File: config.mk
export PLATFORM = sky130hd
export DESIGN_NAME = imem_loader
export DESIGN_NICKNAME = d
export VERILOG_FILES = /design/src/rtl/imem_loader_pkg.sv /design/src/rtl/imem_loader_byte_packer.sv /design/src/rtl/imem_loader.sv
export SDC_FILE = /design/constraint.sdc
export NUM_CORES = 1
export LEC_CHECK = 0
export ABC_AREA = 1
export BUFFER_PORTS_ARGS = -buffer_cell sky130_fd_sc_hd__buf_2
export CAP_MARGIN = 20
export CORE_ASPECT_RATIO = 1.25
export CORE_MARGIN = 2
export CORE_UTILIZATION = 58
export CTS_BUF_LIST = sky130_fd_sc_hd__clkbuf_4 sky130_fd_sc_hd__clkbuf_8 sky130_fd_sc_hd__clkbuf_16
export CTS_CLUSTER_DIAMETER = 40
export CTS_CLUSTER_SIZE = 30
export DETAILED_ROUTE_END_ITERATION = 12
export PLACE_DENSITY = 0.84
export SYNTH_ARGS = -nofsm -noshare
export SYNTH_HDL_FRONTEND = slang
export SYNTH_SLANG_ARGS = --single-unit
File: constraint.sdc
create_clock -name clk -period 3.57 [get_ports clk]
set_input_delay 0.357 -clock clk [delete_from_list [all_inputs] [get_ports clk]]
set_output_delay 0.357 -clock clk [all_outputs]
set_load 0.05 [all_outputs]
File: src/rtl/imem_loader_pkg.sv
// Shared definitions for the instruction-memory loader: FSM state encoding
// and the checksum seed.
package imem_loader_pkg;

  // Loader FSM states; 3-bit encoding shared by the top and any observers.
  typedef enum logic [2:0] {
    ST_IDLE  = 3'd0,
    ST_LOAD  = 3'd1,
    ST_WRITE = 3'd2,
    ST_CHECK = 3'd3,
    ST_DONE  = 3'd4
  } state_t;

  // Running XOR checksum starts from this value at every accepted start.
  localparam logic [7:0] CKSUM_SEED = 8'h00;

endpackage : imem_loader_pkg

File: src/rtl/imem_loader_byte_packer.sv
// Packs a stream of accepted bytes little-endian into one instruction word.
// Byte k lands in bits [8k+7:8k]; word_full flags the cycle the last byte
// of the word is accepted.
module byte_packer #(
  parameter int N = 32
) (
  input  logic         clk,
  input  logic         rst,
  input  logic         i_clear,
  input  logic         i_accept,
  input  logic [7:0]   i_byte,
  output logic [N-1:0] o_word,
  output logic         o_word_full
);

  localparam int BPW = N / 8;

  logic [N-1:0] r_word;
  logic [1:0]   r_idx;

  // Shift each accepted byte in from the top so the first byte ends up lowest.
  // NOTE: asynchronous reset is in the sensitivity list so the partial word
  // is dropped the instant rst rises, not on the next clock.
  always_ff @(posedge clk or posedge rst) begin
    if (rst) begin
      r_word <= '0;
      r_idx  <= '0;
    end else if (i_clear) begin
      r_word <= '0;
      r_idx  <= '0;
    end else if (i_accept) begin
      r_word <= {i_byte, r_word[N-1:8]};
      r_idx  <= r_idx + 2'd1;
    end
  end

  assign o_word      = r_word;
  assign o_word_full = i_accept && (r_idx == 2'(BPW - 1));

endmodule : byte_packer

File: src/rtl/imem_loader.sv
// Instruction-memory loader: receives a byte stream, packs it into N-bit
// words, writes them to consecutive word addresses from 0 while holding the
// core, then verifies a trailing XOR checksum byte.
module imem_loader
  import imem_loader_pkg::*;
#(
  parameter int N     = 32,
  parameter int AW    = 8,
  parameter int DEPTH = 256
) (
  input  logic          clk,
  input  logic          rst,
  input  logic          start,
  input  logic [AW:0]   word_count,
  input  logic [7:0]    byte_in,
  input  logic          byte_valid,
  output logic          byte_ready,
  output logic          imem_we,
  output logic [AW-1:0] imem_addr,
  output logic [N-1:0]  imem_wdata,
  output logic          cpu_hold,
  output logic          busy,
  output logic          done,
  output logic          err
);

  localparam logic [AW:0] DEPTH_W = (AW + 1)'(DEPTH);

  state_t        r_state;
  state_t        w_next;
  logic [AW:0]   r_count;
  logic [AW:0]   r_widx;
  logic [7:0]    r_cksum;
  logic          r_err;

  logic          w_start_ok;
  logic [AW:0]   w_count_clamped;
  logic          w_accept;
  logic          w_load_accept;
  logic          w_word_full;
  logic          w_last_word;
  logic          w_packer_clear;
  logic [N-1:0]  w_word;

  assign w_start_ok      = start && (r_state == ST_IDLE);
  assign w_count_clamped = (word_count > DEPTH_W) ? DEPTH_W : word_count;
  assign w_accept        = byte_valid && byte_ready;
  assign w_load_accept   = w_accept && (r_state == ST_LOAD);
  assign w_last_word     = (r_widx + (AW + 1)'(1)) == r_count;
  assign w_packer_clear  = (r_state == ST_WRITE) || w_start_ok;

  byte_packer #(
    .N(N)
  ) u_packer (
    .clk         (clk),
    .rst         (rst),
    .i_clear     (w_packer_clear),
    .i_accept    (w_load_accept),
    .i_byte      (byte_in),
    .o_word      (w_word),
    .o_word_full (w_word_full)
  );

  // State register.
  // NOTE: sequential state uses non-blocking assignments so every flop
  // samples pre-edge values regardless of block ordering.
  always_ff @(posedge clk or posedge rst) begin
    if (rst) r_state <= ST_IDLE;
    else     r_state <= w_next;
  end

  // Next-state decode.
  // NOTE: the default assignment before the case keeps this purely
  // combinational; a missing branch would otherwise infer a latch.
  always_comb begin
    w_next = r_state;
    unique case (r_state)
      ST_IDLE:  if (start) w_next = (w_count_clamped != '0) ? ST_LOAD : ST_DONE;
      ST_LOAD:  if (w_word_full) w_next = ST_WRITE;
      ST_WRITE: w_next = w_last_word ? ST_CHECK : ST_LOAD;
      ST_CHECK: if (w_accept) w_next = ST_DONE;
      ST_DONE:  w_next = ST_IDLE;
      default:  w_next = ST_IDLE;
    endcase
  end

  // Moore outputs decoded from the current state.
  always_comb begin
    byte_ready = 1'b0;
    imem_we    = 1'b0;
    cpu_hold   = 1'b0;
    busy       = (r_state != ST_IDLE);
    done       = 1'b0;
    unique case (r_state)
      ST_LOAD:  begin byte_ready = 1'b1; cpu_hold = 1'b1; end
      ST_WRITE: begin imem_we    = 1'b1; cpu_hold = 1'b1; end
      ST_CHECK: begin byte_ready = 1'b1; cpu_hold = 1'b1; end
      ST_DONE:  done = 1'b1;
      default:  ;
    endcase
  end

  // Word index, sampled count, running checksum and sticky error flag.
  always_ff @(posedge clk or posedge rst) begin
    if (rst) begin
      r_count <= '0;
      r_widx  <= '0;
      r_cksum <= CKSUM_SEED;
      r_err   <= 1'b0;
    end else begin
      unique case (r_state)
        ST_IDLE: if (start) begin
          r_count <= w_count_clamped;
          r_widx  <= '0;
          r_cksum <= CKSUM_SEED;
          r_err   <= 1'b0;
        end
        ST_LOAD:  if (w_load_accept) r_cksum <= r_cksum ^ byte_in;
        ST_WRITE: r_widx <= r_widx + (AW + 1)'(1);
        ST_CHECK: if (w_accept) r_err <= (byte_in != r_cksum);
        default:  ;
      endcase
    end
  end

  assign imem_addr  = r_widx[AW-1:0];
  assign imem_wdata = w_word;
  assign err        = r_err;

endmodule : imem_loader

Yosys cells after proc, flatten, opt, wreduce, memory -nomap -nowiden --
Index checks and enable logic that the tools add are counted.
Storage, ports and cells: register bits 64, bits of input ports 21, output and inout port bits 46, logic and storage cells 64
Operators by class: add/subtract/negate cells 2, magnitude comparators 1, eq/ne operators 11, multiplexer cells 23, bitwise logic cells 1, reduce and logical (&&, ||, !) cells 19
Operators by type and width (number):
- 32-bit two-way mux | 2
- 9-bit two-way mux | 2
- 9-bit case mux with 2 select lines | 1
- 8-bit two-way mux | 2
- 8-bit case mux with 2 select lines | 1
- 3-bit two-way mux | 4
- 3-bit case mux with 4 select lines | 1
- 9-bit by 1-bit adder with 9-bit output, second input constant | 1
- 9-bit equality test | 1
- 9-bit greater-than comparator, second input constant | 1
- 3-bit AND reduction | 3
- 9-bit nonzero test | 1
- 8-bit inequality test | 1
- 2-bit nonzero test | 4
- 8-bit bitwise XOR | 1
- 3-bit by 2-bit equality test with 1-bit output, second input constant | 2
- 1-bit two-way mux | 6
- 2-bit two-way mux | 3
- 1-bit logical AND | 4
- 2-bit by 1-bit inequality test with 1-bit output, second input constant | 2
- 2-bit inequality test, second input constant | 2
- 2-bit AND reduction | 2
- 3-bit by 1-bit equality test with 1-bit output, second input constant | 1
- 3-bit equality test, second input constant | 1
- other kinds (8) | 8

Logic depth before layout (Yosys ltp) --
depth in word-level cells 8, gate-level depth with buffers 13, gate-level depth less buffers 13

Modules after synthesis --
From an unflattened synthesis, not the netlist that was laid out.
Unflattened totals: cell total of the unflattened synthesis 394, area total of the unflattened synthesis 3305.7 um2
Modules (own cells, without submodules):
- imem_loader | instances 1, cells each 241, area each 1813.0 um2, seq. area each 750.7 um2
- byte_packer | instances 1, cells each 153, area each 1492.7 um2, seq. area each 850.8 um2

Least setup slack after synthesis --
No wires, ideal clock.
path kind flip-flop to flip-flop, start point register r_state[2], end point register r_cksum[0], setup time 128 ps, arrival 1870 ps, data required time 3442 ps, path slack 1572 ps, cell stages (with the launch flop) 7, buffers on the path 0, period minus slack after synthesis 1998 ps, cell sequence dfrtp_1 > nor2_2 > nand2_2 > nor2_2 > inv_2 > nand2_4 > mux2_1
Between the ends: word-level cells in the longest chain between the ends 7, elaborated cells on any way between the ends 12, classes of those cells eq/ne: 4; mux: 2; reduce/logical: 6
Ends and longest elaborated chain:
- start, declared | line imem_loader.sv:29 | state_t r_state;
- start signal, assigned | line imem_loader.sv:69 | else r_state <= w_next;
- 3-bit by 1-bit equality test with 1-bit output or 3-bit by 2-bit equality test with 1-bit output (tied branches) | line imem_loader.sv:94 | unique case (r_state)
- 2-bit OR reduction (no line) (*)
- 1-bit two-way mux (*) | line imem_loader.sv:94
- named net byte_ready | line imem_loader.sv:17 | output logic byte_ready,
- 1-bit logical AND (*) | line imem_loader.sv:47 | assign w_accept = byte_valid && byte_ready;
- 1-bit logical AND (*) | line imem_loader.sv:48 | assign w_load_accept = w_accept && (r_state == ST_LOAD);
- 2-bit by 1-bit inequality test with 1-bit output (no line) (*)
- 3-bit AND reduction (no line) (*)
- end signal, assigned | line imem_loader.sv:118 | ST_LOAD: if (w_load_accept) r_cksum <= r_cksum ^ byte_in;
- end, declared | line imem_loader.sv:33 | logic [7:0] r_cksum;
The timed path passes the listed nets; every way through them passes the cells marked *. A chain may end at the register's enable or synchronous reset.

Worst setup path in the final report --
start point register r_state[2], end point register u_packer.r_word[30] (netlist: u_packer.o_word[30])
Between the ends: word-level cells in the longest chain between the ends 6, elaborated cells on any way between the ends 12, classes of those cells eq/ne: 3; mux: 2; reduce/logical: 7
Ends and longest elaborated chain:
- 3-bit by 1-bit equality test with 1-bit output or 3-bit by 2-bit equality test with 1-bit output (tied branches) | line imem_loader.sv:48, imem_loader.sv:94
- 2-bit OR reduction (no line)
- 1-bit two-way mux | line imem_loader.sv:94
- 1-bit logical AND | line imem_loader.sv:47
- 1-bit logical AND | line imem_loader.sv:48
- 2-bit nonzero test (no line)
- end signal, assigned | line imem_loader_byte_packer.sv:32 | r_word <= {i_byte, r_word[N-1:8]};
- end, declared | line imem_loader_byte_packer.sv:18 | logic [N-1:0] r_word;
Parallel ways exist; a longest one is shown, timed or not.

==> results.yml <==
drt:
  vias_after_detailed_routing: 2577
  drt_pass1_iterations: 4
  wl_per_cell_um: 14.18
  finalWirelength_um: 6934
  avgViaCountPerCell: 5.270
  drt_drc_violations_left: 0
  drt-initial-drc-count: 126
  ant_nets: 0
logic_synthesis:
  synth_area_leader_cell: "dfrtp_1"
  synth_cells: 361
  yosys.cell_types.count: 25
  postSynth.asyncResetShare_pct: 100.0
  flip_flop_cell_with_the_highest_count_after_synthesis: "dfrtp_1"
  synth.most_common_cell: "dfrtp_1"
  synthesis.area_per_instance_um2: 8.550
  syn_nets: 384
  netlist_top_cells_area: "dfrtp_1, inv_1, nand2_1, nand3_1, o22ai_1"
  synthesis.yosys.warnings: 0
  netlist_top_cells_count: "dfrtp_1, inv_1, nand2_1"
  yosysSeqAreaShare_pct: 51.88
  synthDominantCellAreaShare_pct: 51.88
  total_standard_cell_area_after_synthesis_um2: 3087
  synth_seq_cells: 64
  synth_edf_count: 0
critical_path:
  worstSetupPathType: "reg -> reg"
  worst-r2r-setup-slack_ns: 1.27
  worst-endpoint-arrival_ns: 2.51
  worst_setup_path_start_kind: "flip-flop"
  slowest_stage: "nand2_2"
  worst-path-max-fanout: 37
  worstPathRequired_ns: 3.78
  setup.worst_path.end_class: "flip-flop"
  timing.critical_path.slowest_cell_delay_ns: 0.47
  critical_path.cell_chain: "nor2_2 > nand2_2 > nor2_2 > inv_2 > nand2_2 > o21ai_0"
timing:
  hold_viol: 0
  finalMaxSlewViolations: 0
  timing.final.crit_period_ns: 2.301
  setup-tns-final_ns: 0
  slew-limit-headroom_pct: 51.00
  rsz0062_at_grt: "false"
  report.final.setup_viol: 0
  timing.final.crit_share_pct: 64.46
  worstMarginPinSlew_ns: 0.7339
  setup_ws_post_layout_ns: 1.269
  max_clock_freq_mhz: 434.5
  timing.clock.skew_ns: 0.006861
global_route:
  antenna_found_initial: 0
  gr-total-overflow: 0
  first_global_vias: 2515
  largest_net_degree_at_the_start_of_global_routing: 38
  grtUsageTotal_pct: 24.56
  grt_pass1_wl_um: 11420
floorplan:
  row_count: 29
  initial_utilization_pct: 60.33
  die_wd_um: 69.25
  design.core.area_um2: 5116
  design.portCount: 67
  fp.dieH_um: 85.56
  die_area_um2: 5925
clock_network:
  clock_tree.htree_level_count: 3
  cts.path.max_buffers: 2
  tritoncts.num_buffers: 9
  cts_hold_buffers: 0
  tritoncts_num_sinks: 64
  clock-root-buffer: "clkbuf_8"
  clkTransAtPathRegs_ns: 0.07
  tritoncts: "built"
  clk_latency_ns: 0.34
  cts_post_setup_buffers_inserted: 0
  cts_resized: 0
final_layout:
  finalNetCount: 445
  fraction_of_layout_cells_with_a_size_suffix_above_1_pct: 23.19
  flow.area_growth_from_synthesis_pct: 15.89
  n_fill_cell: 411
  antenna_cells: 0
  layout.cell_area.non_filler_um2: 3577
placed_design:
  place_congestion: 0.8215
  preCtsSetupSlack_ns: 1.270
  count_of_buffers_from_port_buffering: 66
  placed_cell_area_um2: 3390
  hpwl_um: 4866
power_and_ir_drop:
  post-layout-total-power_mw: 3.606
  p_per_area_nw_per_um2: 1008
  worst_ir_drop_vdd_mv: 0.7227
  power_leakage_nw: 1.849
outcome:
  status: "completed"
hold_path:
  hold_path_class: "in -> async"
run:
  max-cap-violations: 0
## final cells by class
type,count,area [um2],share of cell area (%)
Multi-Input combinational cell,213,1121,31.34
Clock inverter,4,28.78,0.8045
Clock buffer,12,158.9,4.442
Sequential cell,64,1602,44.77
Tap cell,62,77.57,2.169
Timing Repair Buffer,67,337.8,9.444
Inverter,67,251.5,7.030
## power by group
part           internal (mW)  switching (mW)
clock                  0.298           0.291
combinational          0.453            1.37
sequential              1.00           0.190
## path summary, 6_finish.rpt
path,from,endpoint,depth (start not counted)
setup / recovery,r_state[2],u_packer.o_word[30],6
hold reg to reg,r_cksum[0],r_cksum[0],1
min in group clk,word_count[8],r_count[8],3
hold / removal,rst,u_packer.o_word[6],2
setup reg to reg,r_state[2],u_packer.o_word[30],6
max in group asynchronous,rst,u_packer.o_word[15],3
## metrics by stage
stage | hold WS, ns | utilization [%] | std cells
floorplan | 0.4727 | - | 361
global placement | 0.4893 | 66.25 | 473
detailed placement | 0.5002 | 66.25 | 473
CTS | 0.1581 | 69.92 | 489
global route | 0.2037 | 69.92 | 489
finish | 0.1337 | 69.92 | 489
## kinds of logic after synthesis
group                    share of synthesized area (%)
multiplexers                                     2.189
flip-flops                                       51.89
XOR/XNOR                                         2.554
AND/OR/NAND/NOR                                  19.82
adder cells (fa/ha/maj)                         0.8106
buffers and inverters                            11.80
AO/OA/AOI/OAI                                    10.94
## flip-flops by register name, summed over array words and instances (netlist names)
signal	cells
r_count	9
r_cksum	8
err	1
r_widx	9
r_state	3
u_packer.o_word	32
u_packer.r_idx	2
## layout by cell type (no fill, tap or decap), drive strengths merged
cell / count
ha: 2
mux2: 6
a22o: 1
nand3: 37
nor2: 27
xnor2: 8
xor2: 1
inv: 67
o22ai: 27
or3: 1
nor4: 1
a21oi: 4
buf: 67
or2: 1
nand4: 5
clkinv: 2
nand2: 63
clkinvlp: 2
nor3: 1
clkbuf: 12
o21ai: 28
dfrtp: 64
## critical path: cells and delay by family (launching register included)
| family | cells | cell delay (ns) |
|---|---|---|
| compound gates | 1 | 0.16 |
| simple gates | 4 | 1.18 |
| flops | 1 | 0.46 |
| buf+inv | 1 | 0.35 |
## routing by layer
metal | track usage (%) | part of all wire, %
met2 | 42.83 | 52
met4 | 8.200 | 1.1
met3 | 6.698 | 4.2
met1 | 29.58 | 42
met5 | 0 | 0
(Power assumes the default switching activity.)
